--- config.mk ---
export PLATFORM = sky130hd
export DESIGN_NAME = array_watch
export DESIGN_NICKNAME = d
export VERILOG_FILES = /design/src/rtl/array_watch_pkg.sv /design/src/rtl/array_watch_decode.sv /design/src/rtl/array_watch.sv
export SDC_FILE = /design/constraint.sdc
export NUM_CORES = 1
export LEC_CHECK = 0
export ABC_AREA = 1
export BUFFER_PORTS_ARGS = -buffer_cell sky130_fd_sc_hd__buf_2
export CAP_MARGIN = 15
export CORE_MARGIN = 2
export CORE_UTILIZATION = 40
export CTS_CLUSTER_DIAMETER = 30
export CTS_CLUSTER_SIZE = 25
export DETAILED_ROUTE_END_ITERATION = 8
export PLACE_DENSITY_LB_ADDON = 0.2
export SLEW_MARGIN = 20
export SYNTH_ARGS = -nofsm -noshare
export SYNTH_HDL_FRONTEND = slang
export SYNTH_SLANG_ARGS = --single-unit
--- constraint.sdc ---
create_clock -name clk -period 3.5 [get_ports clk]
set_input_delay 0.35 -clock clk [delete_from_list [all_inputs] [get_ports clk]]
set_output_delay 0.35 -clock clk [all_outputs]
set_load 0.1 [all_outputs]
--- src/rtl/array_watch_pkg.sv ---
// Shared constants and FSM encoding for the array_watch block.
package array_watch_pkg;

  typedef enum logic {
    ST_IDLE  = 1'b0,
    ST_CLEAR = 1'b1
  } state_e;

  localparam int DEF_WIDTH  = 8;
  localparam int DEF_ROWS   = 4;
  localparam int DEF_COL_LO = 1;
  localparam int DEF_COL_HI = 2;
  localparam int COORD_W    = 8;
  localparam int CNT_W      = 8;

endpackage

--- src/rtl/array_watch_decode.sv ---
// Range check of a [row][col] coordinate and its row-major flat word index.
module array_watch_decode
  import array_watch_pkg::*;
#(
  parameter int ROWS   = DEF_ROWS,
  parameter int COL_LO = DEF_COL_LO,
  parameter int COL_HI = DEF_COL_HI,
  parameter int IDX_W  = 3
) (
  input  logic [COORD_W-1:0] row_i,
  input  logic [COORD_W-1:0] col_i,
  output logic               in_range_o,
  output logic [IDX_W-1:0]   idx_o
);

  localparam int NCOLS = COL_HI - COL_LO + 1;

  logic [31:0] row_w;
  logic [31:0] col_w;

  assign row_w = 32'(row_i);
  assign col_w = 32'(col_i);

  assign in_range_o = (row_w < 32'(ROWS)) && (col_w >= 32'(COL_LO)) && (col_w <= 32'(COL_HI));

  // Out-of-range coordinates map to word 0; callers gate every use with in_range_o.
  assign idx_o = in_range_o ? IDX_W'(row_w * 32'(NCOLS) + col_w - 32'(COL_LO)) : '0;

endmodule

--- src/rtl/array_watch.sv ---
// Small 2-D register array with write/read ports, a sweeping clear and a watched-bit change counter.
module array_watch
  import array_watch_pkg::*;
#(
  parameter int WIDTH  = DEF_WIDTH,
  parameter int ROWS   = DEF_ROWS,
  parameter int COL_LO = DEF_COL_LO,
  parameter int COL_HI = DEF_COL_HI
) (
  input  logic                     clk,
  input  logic                     rst,
  input  logic                     clr,
  input  logic                     wr_valid,
  output logic                     wr_ready,
  input  logic [COORD_W-1:0]       wr_row,
  input  logic [COORD_W-1:0]       wr_col,
  input  logic [WIDTH-1:0]         wr_data,
  input  logic                     rd_en,
  input  logic [COORD_W-1:0]       rd_row,
  input  logic [COORD_W-1:0]       rd_col,
  output logic [WIDTH-1:0]         rd_data,
  output logic                     rd_valid,
  output logic                     rd_oob,
  input  logic [COORD_W-1:0]       watch_row,
  input  logic [COORD_W-1:0]       watch_col,
  input  logic [$clog2(WIDTH)-1:0] watch_bit,
  output logic [CNT_W-1:0]         watch_cnt,
  output logic [CNT_W-1:0]         oob_cnt
);

  localparam int NCOLS = COL_HI - COL_LO + 1;
  localparam int DEPTH = ROWS * NCOLS;
  localparam int IDX_W = (DEPTH > 1) ? $clog2(DEPTH) : 1;
  localparam logic [IDX_W-1:0] LAST_IDX = IDX_W'(DEPTH - 1);

  logic [WIDTH-1:0] mem_q [DEPTH];

  state_e           state_q, state_d;
  logic [IDX_W-1:0] clr_idx_q, clr_idx_d;
  logic             clr_wipe;

  logic             w_in, r_in, watch_in;
  logic [IDX_W-1:0] w_idx, r_idx, watch_idx;

  logic             wr_acc;
  logic             wr_store;
  logic             wr_drop;

  logic [WIDTH-1:0] rd_data_q;
  logic             rd_valid_q;
  logic             rd_oob_q;
  logic [CNT_W-1:0] watch_cnt_q;
  logic [CNT_W-1:0] oob_cnt_q;

  logic [WIDTH-1:0] watch_old;
  logic [WIDTH-1:0] watch_new;
  logic             watch_hit;

  array_watch_decode #(
    .ROWS(ROWS), .COL_LO(COL_LO), .COL_HI(COL_HI), .IDX_W(IDX_W)
  ) u_dec_wr (
    .row_i(wr_row), .col_i(wr_col), .in_range_o(w_in), .idx_o(w_idx)
  );

  array_watch_decode #(
    .ROWS(ROWS), .COL_LO(COL_LO), .COL_HI(COL_HI), .IDX_W(IDX_W)
  ) u_dec_rd (
    .row_i(rd_row), .col_i(rd_col), .in_range_o(r_in), .idx_o(r_idx)
  );

  array_watch_decode #(
    .ROWS(ROWS), .COL_LO(COL_LO), .COL_HI(COL_HI), .IDX_W(IDX_W)
  ) u_dec_watch (
    .row_i(watch_row), .col_i(watch_col), .in_range_o(watch_in), .idx_o(watch_idx)
  );

  always_ff @(posedge clk) begin
    if (rst) begin
      state_q   <= ST_IDLE;
      clr_idx_q <= '0;
    end else begin
      state_q   <= state_d;
      clr_idx_q <= clr_idx_d;
    end
  end

  // A clr pulse takes priority over a write presented in the same IDLE cycle.
  always_comb begin
    state_d   = state_q;
    clr_idx_d = clr_idx_q;
    wr_ready  = 1'b0;
    clr_wipe  = 1'b0;
    unique case (state_q)
      ST_IDLE: begin
        wr_ready = !clr;
        if (clr) begin
          state_d   = ST_CLEAR;
          clr_idx_d = '0;
        end
      end
      ST_CLEAR: begin
        clr_wipe  = 1'b1;
        clr_idx_d = clr_idx_q + 1'b1;
        if (clr_idx_q == LAST_IDX) begin
          state_d   = ST_IDLE;
          clr_idx_d = '0;
        end
      end
    endcase
  end

  assign wr_acc   = wr_valid && wr_ready;
  assign wr_store = wr_acc && w_in;
  assign wr_drop  = wr_acc && !w_in;

  always_ff @(posedge clk) begin
    if (rst) begin
      for (int i = 0; i < DEPTH; i++) begin
        mem_q[i] <= '0;
      end
    end else if (clr_wipe) begin
      mem_q[clr_idx_q] <= '0;
    end else if (wr_store) begin
      mem_q[w_idx] <= wr_data;
    end
  end

  // Read samples the array before this edge's update, giving read-before-write.
  always_ff @(posedge clk) begin
    if (rst) begin
      rd_valid_q <= 1'b0;
      rd_oob_q   <= 1'b0;
      rd_data_q  <= '0;
    end else begin
      rd_valid_q <= rd_en;
      rd_oob_q   <= rd_en && !r_in;
      rd_data_q  <= (rd_en && r_in) ? mem_q[r_idx] : '0;
    end
  end

  // Next value of the watched word; writes and the clear sweep are mutually exclusive.
  always_comb begin
    watch_old = mem_q[watch_idx];
    watch_new = watch_old;
    if (clr_wipe && (clr_idx_q == watch_idx)) begin
      watch_new = '0;
    end else if (wr_store && (w_idx == watch_idx)) begin
      watch_new = wr_data;
    end
  end

  assign watch_hit = watch_in && (watch_old[watch_bit] != watch_new[watch_bit]);

  always_ff @(posedge clk) begin
    if (rst) begin
      watch_cnt_q <= '0;
      oob_cnt_q   <= '0;
    end else begin
      if (watch_hit) begin
        watch_cnt_q <= watch_cnt_q + 1'b1;
      end
      if (wr_drop) begin
        oob_cnt_q <= oob_cnt_q + 1'b1;
      end
    end
  end

  assign rd_data   = rd_data_q;
  assign rd_valid  = rd_valid_q;
  assign rd_oob    = rd_oob_q;
  assign watch_cnt = watch_cnt_q;
  assign oob_cnt   = oob_cnt_q;

endmodule
==> After elaboration in Yosys (flattened, before gate mapping) <==
Memories as Yosys holds them, arrays and structs flattened. A register that Yosys moved wholly into a read port is not among the register bits.
Index checks and enable logic that the tools add are counted.
Widths: inputs -> output; s select.
{ "word_totals": {"in_bits": 64, "register_bits": 22, "output_inout_bits": 27, "n_memories": 1, "mem_bits_rw": 64, "word_cells": 85} }
{ "memory_table": {"columns": ["name", "depth", "word_bits", "read_ports", "rd_clocked_by_memory_dff", "write_ports", "line_no", "text"], "rows": [
  ["mem_q", 8, 8, 2, 1, 8, "array_watch.sv:36", "logic [WIDTH-1:0] mem_q [DEPTH];"]
]} }
{ "classes": {"addsub": 9, "n_eq_ne": 5, "n_mux": 32, "reduce_logical": 20, "n_bitwise": 2, "n_lt_le_gt_ge": 10} }
{ "op_table": {"columns": ["cell", "n"], "rows": [
  ["$mux 8", 4],
  ["$ge 8x1->1 const B", 3],
  ["$le 8x2->1 const B", 3],
  ["$lt 8x3->1 const B", 3],
  ["$mux 3", 7],
  ["$mux 1", 17],
  ["$add 8x1->8 const B", 2],
  ["$reduce_or 8->1", 2],
  ["$logic_and 1x1->1", 14],
  ["$add 3x3->3", 3],
  ["$sub 3x1->3 const B", 3],
  ["$bmux 1 s3", 2],
  ["$eq 3x3->1", 2],
  ["$pmux 3 s2", 1],
  ["$lt 3x4->1 const B", 1],
  ["$add 3x1->3 const B", 1],
  ["$eq 3x3->1 const B", 1],
  ["$logic_not 1->1", 3],
  ["$ne 2x2->1 const B", 1],
  ["$not 1->1", 2],
  ["$pmux 1 s2", 1],
  ["$reduce_or 2->1", 1],
  ["$ne 1x1->1", 1]
]} }

==> Longest topological paths before layout <==
Gate-level depths: netlist (run 1).
{ "logic_depth": {"ltp_word": 12, "ltp_mapped": 23, "ltp_nobuf": 23} }

==> Cells and area by module <==
From an unflattened synthesis (run 1), not the netlist that was laid out.
{ "unflattened": {"hier_cells": 794, "area_unflattened_um2": 5795.6} }
{ "modules_own_cells": {"columns": ["module", "n_inst", "cells_each", "area_each_um2", "seq_area_each_um2"], "rows": [
  ["array_watch", 1, 656, 5195.0, 2522.4],
  ["array_watch_decode", 3, 46, 200.2, 0.0]
]} }

==> Least setup slack after synthesis (run 1) <==
No wires, ideal clock.
{ "synth_path": {"path_kind": "flip-flop to flip-flop", "from": "reg state_q", "to": "mem mem_q[6][0] (netlist name), enable pin", "required_time_ns": 3.171, "setup_slack_ns": -0.239, "synth_period_minus_slack_ns": 3.739, "n_path_buf": 1, "setup_ns": 0.329, "stages_incl_launch_ff": 9, "t_arrival_ns": 3.410, "path_cell_list": "dfxtp_1 -> nor2_1 -> nand2_1 -> nor3_1 -> clkbuf_1 -> a21oi_1 -> nor2_1 -> nand2_1 -> nand2_1"} }
{ "synth_lines": {"columns": ["item", "line_no", "text"], "rows": [
  ["start, declared", "array_watch.sv:38", "state_e state_q, state_d;"],
  ["start signal, assigned", "array_watch.sv:82", "state_q <= state_d;"],
  ["end, declared", "array_watch.sv:36", null]
]} }

==> results of run 1 <==
[registers in the layout, indices dropped and copies added (netlist names)]
name / cells
clr_idx_q: 3
mem_q: 64
oob_cnt: 8
rd_data: 8
rd_oob: 1
rd_valid: 1
state_q: 1
watch_cnt: 8
[layout make-up]
type,count,area (sq um)
Sequential cell,94,2520
Tap cell,180,225
Clock buffer,11,243
Clock inverter,5,57.6
Inverter,92,345
Fill cell,1399,7150
Multi-Input combinational cell,514,2630
Timing Repair Buffer,110,601
[power breakdown]
group          switching, mW  internal (mW)
clock network          0.432          0.574
logic                  0.180         0.0917
registers             0.0211           1.22
total                  0.633           1.88
[per-layer routing]
metal,up-vias,routed length [um]
met1,2567,7540
li1,2632,-
met2,265,7900
met5,-,0
met3,40,1670
met4,0,751
[worst reg2reg max path, delay by kind of cell, from the launching register on]
family                 cells  cell delay, ps
and+or+nand+nor            7            1900
AOI/OAI and AO/OA          1             110
buffers and inverters      1             210
DFF                        1             390
[logic make-up after synthesis]
| group | after synthesis |
|---|---|
| compound gates | 89 |
| simple gates | 398 |
| xor+xnor | 16 |
| flops | 94 |
| fa+ha+maj | 10 |
| buf+inv | 117 |
| mux | 1 |
[final timing paths]
check             start          end  slack (ps)  cells after the start
min               rd_en       rd_oob         240                      3
max             state_q  mem_q[7][7]         530                      9
min reg2reg  oob_cnt[4]   oob_cnt[4]         490                      2
max reg2reg     state_q  mem_q[7][7]         530                      9
[through the flow]
step	cells	total power, mW	area, sq um
CTS	1006	2.52	6630
floorplan	725	1.43	5600
detailed placement	990	1.53	6330
global route	1006	2.60	6630
finish	1006	2.51	6630
global placement	990	1.53	6330
[layout by cell type, fill, tap and decap left out, drive strengths merged, types with 5 or more instances in the layout]
| cell type | n |
|---|---|
| buf | 110 |
| nand3 | 64 |
| nand4 | 24 |
| inv | 91 |
| nand2 | 154 |
| o221ai | 16 |
| ha | 10 |
| a21oi | 29 |
| a311oi | 16 |
| nor3 | 5 |
| nor2 | 131 |
| edfxtp | 64 |
| o21ai | 20 |
| dfxtp | 30 |
| xnor2 | 8 |
| or2 | 9 |
| xor2 | 8 |
| clkbuf | 11 |
==> metrics.txt, run 1 <==
CP Max Fanout 14; Critical Path Most Common Cell nand2_1; core box area approximately 14000 sq um; status completed; vias post-DR between 5000 and 6000; final period utilization between 80% and 90%; synth cell count leaders 151 x nand2_1, 128 x nor2_1, 89 x inv_1; clk buf depth 2; Data arrival, critical path 2980 ps; met1 Use GR a little under a third; Area Overhead vs Synth 18.3%; busiest metal layer after global routing met2; final count of negative-setup-slack endpoints 0; worst min path class input pin to flop; DR pass1 iterations 5; Unique masters post-synth 44; RSZ-0062 raised after global routing no; Pins Over Slew Limit 0; Hold WS 237 ps; CP Cell Sequence nor2_2, nand2_1, nor3_1, buf_4, nand2_1, o21a_1, nor2_1, nand2_1, nand2_1; Initial Utilization 40.7%; clk root buf clkbuf_16; worst slack, placed roughly 370 ps; DIE HEIGHT roughly 120 um; vias in the first global route 5071; Gates resized, CTS repair 0; met2 Track Usage GR a little under two fifths; # nets final 895; ys async rst share 0%; worst skew pair latency roughly 360 ps; Post-Synth Simple-Gate Area a little under a third; Final min period roughly 3000 ps; GRT overflow 0; complex-gate fraction of the synthesized area 10.7%; post-synthesis xor/xnor area fraction under 10%; Synth Area per Inst just under 8 sq um; n_diodes 0; port buffer count 90; RD Place Congestion roughly 1.0; top cell type by total area after synthesis edfxtp_1; top post-synthesis cells by area edfxtp_1 34%, dfxtp_1 11%, nand2_1 10%; First DRT Iteration DRCs between 500 and 600; Layout Utilization 48.1%; skew final approximately 7.5 ps; Worst path top cell family by delay simple AND/OR/NAND/NOR gates; EDFF count, synth between 60 and 70; vias per cell 5.47; Routed Wire Length between 15000 and 20000 um; Synth Instances just over 700; CTS tree built; clock-pin slew on the worst setup and hold paths approximately 70 ps; CTS Buf Count 9; Slew HR about 56%; Max Fclk ~340 MHz; full die area around 15000 sq um; DRC 0; Fin. Hold Viols 0; Seq/Total Area, Yosys 45.0%; width of the die 122 um; Pwr Density between 300 and 400 nW/um^2; Worst Setup End Kind flop; CTS sink count 94; Largest stage delay, worst path 420 ps; top-count cell post-synth nand2_1; Total GRT Usage between 20 and 25%; CP required between 3000 and 4000 ps; syn_nets 799; Leak just under 3 nW; share of cells above drive strength 1 between 10% and 20%; M3 GR Usage under 10%; crit path kind flop to flop; # hold bufs at CTS 0; detailed-placement wirelength estimate approximately 13000 um; multiplexer share of the synthesized area less than 1%; Critical Path Slowest Stage Cell nand2_1; YS warnings 0; Avg WL per Cell between 15 and 20 um; synthesized cell area approximately 5600 sq um; Yosys reg bits 94; post-CTS setup buffer count 0; adder-cell share of the synthesized area 2.23%; Setup TNS 0 ps; MaxCap Viol Count 0; setup ws final ~530 ps; Slew @ Worst Pin 659 ps; largest net degree at the start of global routing 30; H-tree depth 3; antenna-violating nets left 0; Row Count between 40 and 50; top cell type's share of synthesized area 34.3%; combinational family with the most area after synthesis simple AND/OR/NAND/NOR gates; antenna violations before repair 0; Max VDD drop 0.000309 V; WP buf/inv 1; first-pass GRT wire length about 27000 um; Top FF cell, synth edfxtp_1; Top Ports 91; CP Launch Type flop
(Power assumes the default switching activity.)
==> run 2: changes to the inputs <==
clock period = 2.45 ns   (was 3.5 ns; I/O delays follow)
==> run 2 against run 1 <==
Net effect: first-iteration DRC count fell by 9.8%; register-to-register slack got worse by 400 ps; flip-flop and latch count did not move; clock skew rose by 3.4 ps; setup slack got worse by 490 ps; non-clock buffer count rose by 43; critical path type is now input pin to flop.
==> metrics.txt, run 2 (synthesis results as in run 1) <==
status completed; Data arrival, critical path approximately 2700 ps; final period utilization a little over nine tenths; DIE HEIGHT approximately 120 um; Area Overhead vs Synth 34.0%; CTS Buf Count 9; CTS tree built; Row Count between 40 and 50; worst min path class input pin to flop; Max Fclk ~420 MHz; antenna violations before repair 0; worst slack, placed -426 ps; clk buf depth 2; largest net degree at the start of global routing 29; CP required 2720 ps; crit path kind input pin to flop; CP Launch Type input pin; Largest Register mem_q; antenna-violating nets left 0; GRT overflow 0; n_diodes 0; setup ws final between 40 and 50 ps; First DRT Iteration DRCs 470; clk root buf clkbuf_16; DR pass1 iterations 5; Slew @ Worst Pin approximately 550 ps; detailed-placement wirelength estimate 13400 um; final count of negative-setup-slack endpoints 0; skew final 10.9 ps; Total GRT Usage about 24%; Pwr Density just over 500 nW/um^2; Worst Setup End Kind flop; Slew HR between 60 and 70%; RD Place Congestion around 0.97; M3 GR Usage under 10%; CP Max Fanout 8; met1 Use GR between 30% and 40%; Final min period 2410 ps; H-tree depth 3; Leak 3.26 nW; number of flip-flops in the largest register 64; Max VDD drop roughly 0.00042 V; port buffer count 90; most frequent cells in the layout 124 x nor2_1, 119 x nand2_1, 88 x buf_2, 83 x inv_1, 64 x edfxtp_1; # nets final 941; clock-pin slew on the worst setup and hold paths roughly 60 ps; Layout Utilization between 50 and 60%; Initial Utilization 40.7%; Fin. Hold Viols 0; worst skew pair latency around 350 ps; CTS sink count 94; Pins Over Slew Limit 0; first-pass GRT wire length around 27000 um; width of the die between 100 and 150 um; core box area between 10000 and 15000 sq um; Hold WS about 150 ps; Top Ports 91; Fill cells between 1000 and 1500; Avg WL per Cell 17.2 um; share of cells above drive strength 1 a little under a third; busiest metal layer after global routing met2; vias post-DR between 5000 and 6000; commonest non-fill, non-tap cell in the layout nor2_1; RSZ-0062 raised after global routing yes; Routed Wire Length around 18000 um; MaxCap Viol Count 0; vias in the first global route 5263; vias per cell ~5.4; DRC 0; full die area approximately 15000 sq um; met2 Track Usage GR 40.0%
run 2: cell types whose count changed in the layout (fill, tap and decap cells not counted), moves of 6 or more:
cell     previous run  this run
nand3_4             1         8
nand2_1           151       119
buf_4              20        56
nand2_2             2        29
nand3_2             3        24
inv_1              89        83
nand3_1            60        33
nand2_4             1         8
run 2: layout make-up:
cell class	count	area, sq um	share of cell area, %
tap	180	225	3.00
clock inverter	7	103	1.37
inverter	92	352	4.68
clock buffer	9	225	3.00
sequential	94	2520	33.6
multi-input combinational	517	3070	40.9
timing repair buffer	153	1010	13.5
run 2: timing repair:
item                                    in CTS  in global routing
hold buffers                                 0                  0
buffers inserted                             2                  4
gates resized for setup                     16                 73
endpoints found under the hold margin        0                  0
gates cloned                                 2                  2
endpoints found under the setup margin       7                  8
pin swaps                                   14                 45
run 2: final timing paths:
path                 from           end  slack, ps  cells past startpoint
max reg2reg       state_q  watch_cnt[4]        130                     16
min                 rd_en        rd_oob        150                      3
min reg2reg    oob_cnt[4]    oob_cnt[4]        490                      2
max          watch_col[1]  watch_cnt[4]         40                     23
run 2: stage by stage:
stage | area, sq um | setup TNS (ps) | std cells | power [mW]
after floorplan | 5690 | -5.50 | 725 | 2.05
after CTS | 7130 | 0 | 1046 | 3.78
after global placement | 6710 | -3890 | 1026 | 2.20
final | 7500 | 0 | 1052 | 3.80
after detailed placement | 6710 | -5680 | 1026 | 2.21
after global routing | 7500 | -707 | 1052 | 3.94
run 2: per-layer routing:
metal / vias up / wire (um) / part of all wire (%)
met4: 0 / 452 / 2.5
li1: 2735 / - / -
met5: - / 0 / 0
met3: 32 / 1440 / 7.9
met1: 2654 / 7710 / 43
met2: 225 / 8520 / 47
run 2: where the power goes:
part           switching [mW]  leakage (nW)  internal, mW  total, mW
combinational           0.299          2.19         0.187      0.486
sequential             0.0310         0.906          1.74       1.77
clock                   0.641         0.162         0.909       1.55
total                   0.970          3.26          2.83       3.80
run 2: worst max-delay path, cell delays in order:
cell and delay, ps:
buf_8 100, inv_4 50, ha_4 200, inv_4 50, ha_4 140, xor2_1 170
nand2_2 120, nand2_4 120, nand2_4 110, clkbuf_16 180, nand3_1 100, nand3_2 80
nand3_1 80, nand2_2 80, nand2_2 80, nand2_2 60, nand3_2 90, nand2_4 70
nand2_4 80, nand2_4 80, nand3_4 120, nand2_1 80, a21oi_1 180
